==> src/rtl/multicycle_ctrl_pkg.sv <==
// multicycle_ctrl_pkg: opcodes and controller state encoding shared by the multicycle controller.
package multicycle_ctrl_pkg;

    typedef enum logic [2:0] {
        kLDR = 3'b000,
        kCLR = 3'b001,
        kACC = 3'b010,
        kACI = 3'b011,
        kBZR = 3'b100,
        kBZA = 3'b101,
        kSTR = 3'b110,
        kHLT = 3'b111
    } op_mne;

    typedef enum logic [2:0] {
        IDLE,
        FETCH,
        DECODE,
        EXEC,
        MEM,
        WB,
        HALT
    } ctrl_state_t;

    function automatic logic isAluOp(input op_mne op);
        return op inside {kCLR, kACC, kACI};
    endfunction

endpackage

==> src/rtl/pc_reg.sv <==
// pc_reg: program counter register; load wins over increment, arithmetic wraps modulo 2^PC_W.
module pc_reg #(
    parameter int PC_W = 8
) (
    input  logic            CLK,
    input  logic            reset,
    input  logic            inc,
    input  logic            load,
    input  logic [PC_W-1:0] load_val,
    output logic [PC_W-1:0] pc
);

    always_ff @(posedge CLK)
        if (reset) pc <= '0;
        else if (load) pc <= load_val;
        else if (inc) pc <= pc + 1'b1;

endmodule

==> src/rtl/multicycle_ctrl.sv <==
// multicycle_ctrl: fetch/decode/execute/memory/writeback sequencer for the accumulator datapath.
module multicycle_ctrl
    import multicycle_ctrl_pkg::*;
#(
    parameter int PC_W    = 8,
    parameter int INSTR_W = 9
) (
    input  logic               CLK,
    input  logic               reset,
    input  logic               start,
    input  logic [INSTR_W-1:0] instr,
    input  logic               zero,
    input  logic               mem_ready,
    output logic [PC_W-1:0]    pc,
    output op_mne              alu_op,
    output logic               alu_en,
    output logic               reg_we,
    output logic [5:0]         reg_addr,
    output logic               mem_req,
    output logic               mem_we,
    output logic               busy,
    output logic               done
);

    ctrl_state_t        state, nextState;
    logic [INSTR_W-1:0] ir;
    op_mne              irOp;
    logic [5:0]         irOpnd;
    logic               pcInc, pcLoad;
    logic [PC_W-1:0]    pcLoadVal;

    assign irOp   = op_mne'(ir[INSTR_W-1 -: 3]);
    assign irOpnd = ir[5:0];

    pc_reg #(.PC_W(PC_W)) u_pc (
        .CLK     (CLK),
        .reset   (reset),
        .inc     (pcInc),
        .load    (pcLoad),
        .load_val(pcLoadVal),
        .pc      (pc)
    );

    always_ff @(posedge CLK)
        if (reset) begin
            state <= IDLE;
            ir    <= '0;
        end else begin
            state <= nextState;
            if (state == FETCH) ir <= instr;
        end

    // zero and mem_ready only steer the next state and pc, never an output directly
    always_comb begin
        nextState = state;
        case (state)
            IDLE:    nextState = start ? FETCH : IDLE;
            FETCH:   nextState = DECODE;
            DECODE:  nextState = (irOp == kHLT) ? HALT : (irOp inside {kLDR, kSTR}) ? MEM : EXEC;
            EXEC:    nextState = isAluOp(irOp) ? WB : FETCH;
            MEM:     nextState = !mem_ready ? MEM : (irOp == kLDR) ? WB : FETCH;
            WB:      nextState = FETCH;
            default: nextState = HALT;
        endcase
        pcLoad    = (state == IDLE && start) || (state == EXEC && zero && irOp inside {kBZR, kBZA});
        pcLoadVal = (state == IDLE) ? '0 :
                    (irOp == kBZR)  ? pc + PC_W'($signed(irOpnd)) : PC_W'(irOpnd);
        pcInc     = (state == WB) || (state == EXEC && irOp inside {kBZR, kBZA}) ||
                    (state == MEM && mem_ready && irOp == kSTR);
    end

    always_comb begin
        alu_op   = irOp;
        alu_en   = state == EXEC && isAluOp(irOp);
        reg_we   = state == WB;
        reg_addr = irOpnd;
        mem_req  = state == MEM;
        mem_we   = state == MEM && irOp == kSTR;
        busy     = !(state inside {IDLE, HALT});
        done     = state == HALT;
    end

endmodule

==> config.mk <==
export PLATFORM = sky130hd
export DESIGN_NAME = multicycle_ctrl
export DESIGN_NICKNAME = d
export VERILOG_FILES = /design/src/rtl/multicycle_ctrl_pkg.sv /design/src/rtl/pc_reg.sv /design/src/rtl/multicycle_ctrl.sv
export SDC_FILE = /design/constraint.sdc
export NUM_CORES = 1
export LEC_CHECK = 0
export CAP_MARGIN = 20
export CELL_PAD_IN_SITES_DETAIL_PLACEMENT = 1
export CELL_PAD_IN_SITES_GLOBAL_PLACEMENT = 2
export CORE_MARGIN = 2
export CORE_UTILIZATION = 28
export DETAILED_ROUTE_END_ITERATION = 12
export GPL_ROUTABILITY_DRIVEN = 0
export PLACE_DENSITY = 0.87
export SLEW_MARGIN = 20
export SYNTH_ARGS = -nofsm -noshare
export SYNTH_HDL_FRONTEND = slang
export SYNTH_HIERARCHICAL = 1
export SYNTH_SLANG_ARGS = --single-unit
==> constraint.sdc <==
create_clock -name CLK -period 2.39 [get_ports CLK]
set_input_delay 0.478 -clock CLK [delete_from_list [all_inputs] [get_ports CLK]]
set_output_delay 0.478 -clock CLK [all_outputs]
set_load 0.02 [all_outputs]
==> metrics.md <==
| Metric | Value |
|---|---|
| Largest register FFs | 9 |
| Critical path class | flip-flop to output pin |
| Max clock buf depth | 2 |
| Endpoints failing setup | 0 |
| Initial antenna violation count | 0 |
| DRT Wirelength | 4700 µm |
| Filler instances | between 600 and 700 |
| Die Span Y | roughly 77 µm |
| Clock share of power | 0.126 |
| Comb pwr share | 0.598 |
| Clock transition at path regs | roughly 0.080 ns |
| Post-Syn Nets | 218 |
| Initial Utilization | 0.292 |
| Hold Path Class | flip-flop to flip-flop |
| Max Cap Violations | 0 |
| Clock Tree Root | clkbuf_8 |
| Latest clock arrival within the worst-skew pair | 0.27 ns |
| Critical Path AT | between 1.5 and 2 ns |
| Multi-input logic area | a little over 1000 µm² |
| Tmin final | 2.29 ns |
| Cells after Synth | ~200 |
| Worst IR Drop VDD | approximately 500 µV |
| Core ar. | about 5100 µm² |
| Sequential Area | roughly 400 µm² |
| Antenna Nets Post-Route | 0 |
| Detail Placement HPWL | approximately 3600 µm |
| Routed vias | approximately 1.6k |
| Post-route setup TNS | 0 ns |
| Final WS setup | approximately 0.098 ns |
| Synth Register Bits | 20 |
| Row count | 26 |
| Yosys Warn Count | 6 |
| First-pass GRT wire length | slightly above 8000 µm |
| Internal | approximately 1100 µW |
| Fraction of registers with async set/reset | 0 |
| Reg power frac | 0.277 |
| Synth Flop Type | dfxtp_1 |
| Post-CTS Hold Buffers | 0 |
| Port-buffer cells | 36 |
| I/O pin cnt | 37 |
| Unrepaired setup endpoints after global routing | no |
| CP startpoint kind | flip-flop |
| Die X | 77.2 µm |
| # H-tree levels | 1 |
| Via density | 5.18 |
| Final Skew | ~0.0025 ns |
| Synth Area per Inst | a little under 8 µm² |
| Detailed-route DRC error count | 0 |
| Wire length per cell | around 15 µm |
| Pin count of the biggest net entering global routing | 22 |
| CP Capture Type | output pin |
| Worst slack, placed | 0.202 ns |
| Layout cells sized above 1 | 0.102 |
| Die Footprint | roughly 6000 µm² |
| Switching pwr | roughly 1000 µW |
| CTS Buf Count | 3 |
| TritonCTS clock tree | done |
| Clk sink count | 20 |
| Crit Reg-Reg Startpoint | ir[0]$_SDFFE_PP0P_ |
| Max-slew headroom | 0.555 |
| Worst hold start | ir[2]$_SDFFE_PP0P_ |
| DR pass1 iterations | 4 |
| Nets | 260 |
| Peak Freq | 436 MHz |
| DRT iter0 DRCs | 37 |
| Worst Path Required | approximately 1.9 ns |
| GRT Residual Overflow | 0 |
| Post-synthesis instance area | 1500 µm² |
| Vias in the first global route | roughly 1.6k |
| Commonest cells after routing, fill and taps aside | 35 x clkdlybuf4s50_1, 24 x nand2_1, 18 x dfxtp_1, 17 x a21oi_1, 15 x nor2_1 |
| Outcome | finished clean |
| EDFF count, synth | 0 |
| Worst-path fanout max | 11 |
| Netlist cell types | 41 |
| Total GRT Usage | 0.167 |
| Leakage | about 0.00076 µW |
| Seq/Total Area, Yosys | 0.267 |
| Pwr dens | 1060 nW/µm² |
| Layout area overhead | 35.9% |
| Worst-Margin Slew | 0.665 ns |
| Most common library cell in the layout ignoring fill and taps | clkdlybuf4s50_1 |
| Max-slew violations | 0 |
| Crit path from | ir[8]$_SDFFE_PP0P_ |
| Hold Vio Cnt, Final | 0 |
| Diodes inserted | 0 |
| Sw frac | 0.473 |
| Final period utilization | 0.959 |
-- stage by stage --
step                area, µm²  total power, µW  cells  hold slack [ns]   util
floorplan                1520             1370    195            0.517      -
global placement         1980             1860    302            0.512  0.385
detailed placement       1980             1880    302            0.529  0.385
CTS                      2030             2160    306            0.542  0.395
global route             2040             2350    306            0.588  0.397
finish                   2040             2150    306            0.535  0.397
-- power by group through the flow --
stage / Clock (µW) / Sequential, µW / Combinational [µW]
after CTS: 279 / 587 / 1300
after floorplan: 0 / 639 / 726
after global routing: 292 / 619 / 1440
after global placement: 0 / 590 / 1270
final: 271 / 596 / 1290
after detailed placement: 0 / 594 / 1290
-- cells in the mapped netlist, types with 2 or more instances --
cell type / n / area share
a211oi_1: 6 / 0.030
mux2i_1: 5 / 0.033
clkbuf_1: 5 / 0.013
o21ai_0: 12 / 0.040
nand2_1: 24 / 0.060
nand3_1: 5 / 0.017
o31a_1: 2 / 0.012
a21oi_1: 17 / 0.057
a211o_1: 3 / 0.018
xor2_1: 6 / 0.035
inv_1: 8 / 0.020
nand4_1: 3 / 0.013
nand2b_1: 2 / 0.0083
nor3_1: 8 / 0.027
buf_6: 4 / 0.030
or3b_1: 2 / 0.012
o21a_1: 3 / 0.015
or4_1: 2 / 0.010
nor3b_1: 4 / 0.020
dfxtp_1: 20 / 0.27
o211ai_1: 6 / 0.030
nor2_1: 15 / 0.038
o22ai_1: 2 / 0.0083
nor2b_1: 4 / 0.017
ha_1: 8 / 0.067
nor4_1: 2 / 0.0083
or3_1: 3 / 0.013
-- final cells by class --
class,count,area share
sequential,20,0.198
tap,70,0.0430
clock buffer,4,0.0270
multi-input combinational,156,0.497
inverter,8,0.0147
timing repair buffer,48,0.220
-- path summary, 6_finish.rpt --
kind / to / slack [ns] / cells past startpoint
max reg2reg: u_pc/pc[4]$_SDFFE_PP0P_ / 0.23 / 9
min reg2reg: ir[2]$_SDFFE_PP0P_ / 0.54 / 2
min: ir[2]$_SDFFE_PP0P_ / 0.54 / 2
max: mem_we / 0.1 / 3
-- what timing repair did --
item,in CTS,in global routing
setup buffers,0,0
setup endpoints to repair,1,2
resized for setup,1,3
-- critical path, cell delays in order (launching register included) --
cell,delay (ns)
dfxtp_1,0.55
nand2_1,0.15
nor4_4,0.18
clkdlybuf4s50_1,0.65
-- logic make-up (layout without fill, tap and decap cells) --
kind of cell               Yosys count  after routing  share of synthesized area
and+or+nand+nor                     77             77                      0.255
DFF                                 20             20                      0.267
muxes                                6              6                     0.0409
AOI/OAI and AO/OA                   58             58                      0.251
buffers and inverters               19             60                     0.0709
adders and majority gates            9              9                     0.0801
xor gates and xnor gates             6              6                     0.0350
-- layer usage --
metal / GRT usage / up-vias / wire length (µm)
li1: - / 800 / -
met1: 0.233 / 751 / 2300
met2: 0.272 / 30 / 2220
met3: 0.0200 / 5 / 128
met4: 0.0429 / 0 / 51
met5: 0 / - / 0
(Power assumes the default switching activity.)
